**src/rtl/key_debounce_n_if.sv**
```systemverilog
// Key conditioner bus: pins and CPU-side controls in, debounced status out.
// master = board/CPU side, slave = key_debounce_n.
interface key_debounce_n_if #(
  parameter int NKEYS = 2
);
  logic [NKEYS-1:0] key_in;
  logic [NKEYS-1:0] irq_mask;
  logic [NKEYS-1:0] pend_clr;
  logic [NKEYS-1:0] key_state;
  logic [NKEYS-1:0] key_press;
  logic [NKEYS-1:0] key_release;
  logic [NKEYS-1:0] key_pend;
  logic [NKEYS-1:0] key_long;
  logic             irq;

  modport master (
    output key_in,
    output irq_mask,
    output pend_clr,
    input  key_state,
    input  key_press,
    input  key_release,
    input  key_pend,
    input  key_long,
    input  irq
  );

  modport slave (
    input  key_in,
    input  irq_mask,
    input  pend_clr,
    output key_state,
    output key_press,
    output key_release,
    output key_pend,
    output key_long,
    output irq
  );
endinterface

```
**src/rtl/key_debounce_n.sv**
```systemverilog
// N-channel key synchroniser/debouncer with pending flags and one irq.
// Define KEY_LONGPRESS_EN to build the per-channel long-press detector.
module key_debounce_n #(
  parameter int NKEYS    = 2,
  parameter int CNT_W    = 16,
  parameter int DEBOUNCE = 50000,
  parameter int ACT_HIGH = 1,
  parameter int LONG_CNT = 'h7FFFF
) (
  input logic             clk,
  input logic             rst,
  key_debounce_n_if.slave bus
);

  typedef enum logic [1:0] {
    IDLE,
    PCHK,
    PRESSED,
    RCHK
  } st_e;

  localparam logic [CNT_W-1:0] DB_LAST =
    CNT_W'(DEBOUNCE - 1);
  localparam logic [CNT_W-1:0] CNT_ONE =
    CNT_W'(1);
  localparam logic [CNT_W-1:0] CNT_MAX = '1;
  localparam logic INACT =
    (ACT_HIGH != 0) ? 1'b0 : 1'b1;

`ifdef KEY_LONGPRESS_EN
  localparam int LW = $clog2(LONG_CNT + 1);
  localparam logic [LW-1:0] L_LAST =
    LW'(LONG_CNT - 1);
  localparam logic [LW-1:0] L_MAX =
    LW'(LONG_CNT);
`endif

  if (NKEYS < 1 || NKEYS > 16 ||
      DEBOUNCE < 2 ||
      (DEBOUNCE >> CNT_W) != 0 ||
      LONG_CNT < 1) begin : g_bad_cfg
    $error("key_debounce_n: bad parameters");
  end

  logic [NKEYS-1:0] state_v;
  logic [NKEYS-1:0] press_v;
  logic [NKEYS-1:0] rel_v;
  logic [NKEYS-1:0] long_v;
  logic [NKEYS-1:0] pend_q;
  logic             irq_q;

  for (genvar i = 0; i < NKEYS; i++) begin : g_ch
    logic             s1;
    logic             s2;
    logic             p;
    st_e              st_q;
    st_e              st_d;
    logic [CNT_W-1:0] cnt_q;
    logic [CNT_W-1:0] cnt_d;
    logic             press;
    logic             rel;
    logic             state_q;
    logic             press_q;
    logic             rel_q;
    logic             long_q;

    always_ff @(posedge clk or negedge rst) begin
      if (!rst) begin
        s1 <= INACT;
        s2 <= INACT;
      end else begin
        s1 <= bus.key_in[i];
        s2 <= s1;
      end
    end

    assign p = (ACT_HIGH != 0) ? s2 : ~s2;

    always_ff @(posedge clk or negedge rst) begin
      if (!rst) begin
        st_q  <= IDLE;
        cnt_q <= '0;
      end else begin
        st_q  <= st_d;
        cnt_q <= cnt_d;
      end
    end

    // Entering a check state counts the first
    // stable sample, so DEBOUNCE samples accept.
    always_comb begin
      st_d  = st_q;
      cnt_d = cnt_q;
      press = 1'b0;
      rel   = 1'b0;
      unique case (st_q)
        IDLE: begin
          if (p) begin
            st_d  = PCHK;
            cnt_d = CNT_ONE;
          end
        end
        PCHK: begin
          if (!p) begin
            st_d  = IDLE;
            cnt_d = '0;
          end else if (cnt_q == DB_LAST) begin
            st_d  = PRESSED;
            cnt_d = '0;
            press = 1'b1;
          end else if (cnt_q != CNT_MAX) begin
            cnt_d = cnt_q + 1'b1;
          end
        end
        PRESSED: begin
          if (!p) begin
            st_d  = RCHK;
            cnt_d = CNT_ONE;
          end
        end
        RCHK: begin
          if (p) begin
            st_d  = PRESSED;
            cnt_d = '0;
          end else if (cnt_q == DB_LAST) begin
            st_d  = IDLE;
            cnt_d = '0;
            rel   = 1'b1;
          end else if (cnt_q != CNT_MAX) begin
            cnt_d = cnt_q + 1'b1;
          end
        end
        default: begin
          st_d  = IDLE;
          cnt_d = '0;
        end
      endcase
    end

    always_ff @(posedge clk or negedge rst) begin
      if (!rst) begin
        state_q <= 1'b0;
        press_q <= 1'b0;
        rel_q   <= 1'b0;
      end else begin
        press_q <= press;
        rel_q   <= rel;
        if (press) begin
          state_q <= 1'b1;
        end else if (rel) begin
          state_q <= 1'b0;
        end
      end
    end

`ifdef KEY_LONGPRESS_EN
    logic [LW-1:0] lcnt_q;
    logic [LW-1:0] lcnt_d;
    logic          long_d;

    // Saturating at LONG_CNT gives one pulse per
    // press; RCHK bounces keep the count.
    always_comb begin
      lcnt_d = lcnt_q;
      long_d = 1'b0;
      if (press) begin
        lcnt_d = '0;
      end else if (st_q == PRESSED &&
                   lcnt_q != L_MAX) begin
        lcnt_d = lcnt_q + 1'b1;
        long_d = (lcnt_q == L_LAST);
      end
    end

    always_ff @(posedge clk or negedge rst) begin
      if (!rst) begin
        lcnt_q <= '0;
        long_q <= 1'b0;
      end else begin
        lcnt_q <= lcnt_d;
        long_q <= long_d;
      end
    end
`else
    assign long_q = 1'b0;
`endif

    assign state_v[i] = state_q;
    assign press_v[i] = press_q;
    assign rel_v[i]   = rel_q;
    assign long_v[i]  = long_q;
  end

  // Pend follows the registered press pulse, so a
  // clear seen while key_press is high loses.
  always_ff @(posedge clk or negedge rst) begin
    if (!rst) begin
      pend_q <= '0;
      irq_q  <= 1'b0;
    end else begin
      pend_q <= (pend_q & ~bus.pend_clr) | press_v;
      irq_q  <= |(pend_q & bus.irq_mask);
    end
  end

  assign bus.key_state   = state_v;
  assign bus.key_press   = press_v;
  assign bus.key_release = rel_v;
  assign bus.key_long    = long_v;
  assign bus.key_pend    = pend_q;
  assign bus.irq         = irq_q;

endmodule
```
**src/flat_wrapper.sv**
```systemverilog
// flat-port wrapper written by rule: the top's interface ports become plain ports
module key_debounce_n_flat 
#(
  parameter int NKEYS    = 2,
  parameter int CNT_W    = 16,
  parameter int DEBOUNCE = 50000,
  parameter int ACT_HIGH = 1,
  parameter int LONG_CNT = 'h7FFFF
)
  (clk, rst, bus_key_in, bus_irq_mask, bus_pend_clr, bus_key_state, bus_key_press, bus_key_release, bus_key_pend, bus_key_long, bus_irq);
  key_debounce_n_if #(.NKEYS(NKEYS)) bus_i ();
  input logic clk;
  input logic rst;
  input wire logic [$bits(bus_i.key_in)-1:0] bus_key_in;
  input wire logic [$bits(bus_i.irq_mask)-1:0] bus_irq_mask;
  input wire logic [$bits(bus_i.pend_clr)-1:0] bus_pend_clr;
  output wire logic [$bits(bus_i.key_state)-1:0] bus_key_state;
  output wire logic [$bits(bus_i.key_press)-1:0] bus_key_press;
  output wire logic [$bits(bus_i.key_release)-1:0] bus_key_release;
  output wire logic [$bits(bus_i.key_pend)-1:0] bus_key_pend;
  output wire logic [$bits(bus_i.key_long)-1:0] bus_key_long;
  output wire logic [$bits(bus_i.irq)-1:0] bus_irq;
  assign bus_i.key_in = bus_key_in;
  assign bus_i.irq_mask = bus_irq_mask;
  assign bus_i.pend_clr = bus_pend_clr;
  assign bus_key_state = bus_i.key_state;
  assign bus_key_press = bus_i.key_press;
  assign bus_key_release = bus_i.key_release;
  assign bus_key_pend = bus_i.key_pend;
  assign bus_key_long = bus_i.key_long;
  assign bus_irq = bus_i.irq;
  key_debounce_n #(.NKEYS(NKEYS), .CNT_W(CNT_W), .DEBOUNCE(DEBOUNCE), .ACT_HIGH(ACT_HIGH), .LONG_CNT(LONG_CNT)) u_core (.clk(clk), .rst(rst), .bus(bus_i));
endmodule
```
**config.mk**
```make
export PLATFORM = sky130hd
export DESIGN_NAME = key_debounce_n_flat
export DESIGN_NICKNAME = d
export VERILOG_FILES = /design/src/rtl/key_debounce_n_if.sv /design/src/rtl/key_debounce_n.sv /design/src/flat_wrapper.sv
export SDC_FILE = /design/constraint.sdc
export NUM_CORES = 1
export LEC_CHECK = 0
export ABC_AREA = 0
export CORE_ASPECT_RATIO = 1.25
export CORE_MARGIN = 10
export CORE_UTILIZATION = 40
export CTS_BUF_LIST = sky130_fd_sc_hd__clkbuf_2
export CTS_CLUSTER_SIZE = 16
export DETAILED_ROUTE_END_ITERATION = 10
export MAX_ROUTING_LAYER = met4
export SLEW_MARGIN = 40
export SYNTH_ARGS = -nofsm -noshare
export SYNTH_HDL_FRONTEND = slang
export SYNTH_SLANG_ARGS = --single-unit
```
**constraint.sdc**
```tcl
create_clock -name clk -period 4.51 [get_ports clk]
set_input_delay 0.6765 -clock clk [delete_from_list [all_inputs] [get_ports clk]]
set_output_delay 0.6765 -clock clk [all_outputs]
set_load 0.05 [all_outputs]
```
==> reports/results.txt <==
WP data required: 3.83 ns
CTS tree: done
status: finished clean
Seq pwr share: 60.9%
Fin. Hold Viols: 0
Critical Path AT: 1.67 ns
Core Box Area: 0.00652 mm²
CP Launch Type: register
post-DP HPWL: 3820 µm
Placed Cells: 368
Die Height: 111 µm
launching point of the worst reg2reg path: u_core.g_ch[0].cnt_q[0]$_DFFE_PN0P_
number of I/O pins: 19
Cell Pwr Density: 279 mW/mm²
internal power: 0.542 mW
area grow syn2layout: 6.75%
share of cells above drive strength 1: 6.92%
max-capacitance violation count: 0
number of synthesized flops with an enable pin: 0
Post-synth top flop: dfrtp_1
H-tree levels: 2
Layout fillers: 671
Logic pwr share: 16.7%
Routed Antenna Nets: 0
n_diodes: 0
Max-slew headroom: 49.3%
ranking of synthesized cells by area: dfrtp_1, a21oi_1, a31oi_1
setup slack, reg-to-reg: 2.31 ns
Crit path largest cell delay: 0.82 ns
Final min period: 2.35 ns
P_sw: 0.253 mW
clock latency on the worst-skew pair: 0.41 ns
Port Buffers: 16
total track usage: 10.8%
Net Sw Frac: 31.8%
largest net degree at the start of global routing: 50
iteration-0 DRC count of the detailed router: 110
Max Slew Vio Count: 0
Placed Area: 0.00281 mm²
most common cell after layout, fill and taps aside: dfrtp_1
WL per Instance: 14.7 µm
Root Buffer: clkbuf_2
Max VDD drop: 172 µV
Placer Congestion: 0.867
Fin Clk Skew: 0.00522 ns
hold_buf cts: 0
RSZ-0062 raised after global routing: false
site row count: 33
Post-Syn Instances: 284
CP max FO: 3
CTS Buf Count: 5
final instance area: 0.00285 mm²
Tcrit/Tclk final: 52.1%
DR vias: 2184
# resized after CTS: 0
Initial DRT Pass Iterations: 4
Initial Util: 40.9%
number of remaining DRC errors: 0
P_leak: 1.18 nW
die area: 0.0104 mm²
most frequent cells in the layout: dfrtp_1, nand2_1, a21oi_1
Post-Syn Area per Cell: 9.40 µm²
Post-CTS Setup Bufs: 0
clock network power share: 22.4%
register area share after synthesis: 45.9%
Clock Path Buffers: 2
final setup violation count: 0
Via density: 5.81
Non-Filler Instances: 376
clk slew on worst S/H paths: 0.24 ns
Setup TNS: 0 ns
Buf+Inv Stages, Crit Path: 1
top-area cell type share of the netlist area: 45.9%
Final #Nets: 298
total routed wirelength: 5530 µm
reg2reg path depth: 6
Synth warnings: 0
cells along the critical path: clkdlybuf4s50_1
global route overflow: 0
area of the multi-input gates: 0.00128 mm²
register bit total from synthesis: 49
Worst Hold Class: in2async
post-synth cell types: 52
die width: 93.1 µm
crit-path leading delay family: buffers and inverters
first-pass GRT wire length: 9300 µm
Reg-to-Reg End: u_core.g_ch[0].cnt_q[10]$_DFFE_PN0P_
Critical Path Slowest Stage Cell: clkdlybuf4s50_1
Setup CP Type: reg2out
vias in the first global route: 2000
top cell type by total area after synthesis: dfrtp_1
clk sinks: 49
Critical Path End Type: output pin
FF+latch area: 0.00123 mm²
Synth Cell Area: 0.00267 mm²
Async S/R FF share, synth: 100%
initial antenna violation count: 0
fmax: 425 MHz
Slew @ Worst Pin: 0.760 ns
state kept, by name, indices dropped and copies added (netlist names), named ones only:
name / flops
u_core.g_ch.rel_q: 2
u_core.bus.irq: 1
u_core.bus.key_pend: 2
u_core.g_ch.state_q: 2
u_core.g_ch.press_q: 2
u_core.g_ch.cnt_q: 32
u_core.g_ch.p: 2
u_core.g_ch.s1: 2
u_core.g_ch.st_q: 2
through the flow:
step / utilization, % / worst slack, ns / power [mW] / hold slack (ns)
after floorplan: - / 2.60 / 0.587 / 0.331
after global routing: 43.7 / 2.02 / 0.842 / 0.329
final: 43.7 / 2.16 / 0.795 / 0.333
after global placement: 43.0 / 2.39 / 0.623 / 0.332
after CTS: 43.7 / 2.11 / 0.808 / 0.315
after detailed placement: 43.0 / 2.38 / 0.624 / 0.335
power by group through the flow:
stage	clock, mW	sequential (mW)	combinational (mW)
after global placement	0	0.491	0.132
after detailed placement	0	0.492	0.133
final	0.178	0.485	0.133
after global routing	0.203	0.488	0.151
after CTS	0.191	0.484	0.133
after floorplan	0	0.486	0.101
area by class of cell:
| type | instances | share of cell area, % |
|---|---|---|
| clock buffer | 5 | 0.878 |
| clock inverter | 3 | 0.615 |
| inverter | 7 | 0.922 |
| multi-input combinational | 207 | 44.8 |
| sequential | 49 | 43.0 |
| tap | 87 | 3.82 |
| timing repair buffer | 18 | 5.97 |
cells in the mapped netlist (2+ instances only):
cell,number
dfrtp_1,49
nand2_1,26
a21oi_1,24
a31oi_1,16
nor2_1,16
o21ai_0,13
nand4_1,12
nand3_1,11
buf_4,9
nor3_1,8
a41oi_1,7
inv_1,7
and3_1,6
a21o_1,5
a22o_1,5
buf_2,5
clkbuf_1,5
o21a_1,5
buf_6,3
nand2b_1,3
nor4_1,3
o21ai_1,3
o31ai_1,3
a211oi_1,2
a32o_1,2
a41o_1,2
and4_1,2
ha_1,2
nor4_2,2
o211ai_1,2
or2_1,2
or3_1,2
or4_1,2
xor2_1,2
logic make-up after synthesis:
kind of cell / count (synthesis) / share of synthesized area [%]
adder cells (fa/ha/maj): 2 / 0.937
other: 1 / 0.140
AO/OA/AOI/OAI: 95 / 23.5
XOR/XNOR: 3 / 0.984
AND/OR/NAND/NOR: 104 / 21.7
flip-flops: 49 / 45.9
multiplexers: 1 / 0.375
buffers and inverters: 29 / 6.42
worst max path at each step:
stage / from / slack [ns] / cells after the start / endpoint
finish: u_core.bus.key_pend[0]$_DFF_PN0_ / 2.16 / 1 / bus_key_pend[0]
global route: u_core.g_ch[0].cnt_q[0]$_DFFE_PN0P_ / 2.02 / 6 / u_core.g_ch[0].cnt_q[10]$_DFFE_PN0P_
CTS: u_core.bus.key_pend[0]$_DFF_PN0_ / 2.11 / 1 / bus_key_pend[0]
detailed placement: u_core.g_ch[0].cnt_q[0]$_DFFE_PN0P_ / 2.38 / 6 / u_core.g_ch[0].cnt_q[6]$_DFFE_PN0P_
global placement: u_core.g_ch[1].cnt_q[8]$_DFFE_PN0P_ / 2.39 / 5 / u_core.g_ch[1].cnt_q[15]$_DFFE_PN0P_
floorplan: u_core.g_ch[0].cnt_q[4]$_DFFE_PN0P_ / 2.60 / 7 / u_core.g_ch[0].cnt_q[1]$_DFFE_PN0P_
layer usage:
| layer | track usage [%] | vias up | wire (µm) |
|---|---|---|---|
| li1 | - | 1071 | - |
| met1 | 12.6 | 1046 | 2420 |
| met2 | 17.5 | 56 | 2760 |
| met3 | 2.49 | 11 | 235 |
| met4 | 4.33 | 0 | 119 |
| met5 | - | - | 0 |
No activity file was read; power rests on OpenSTA's default activity.
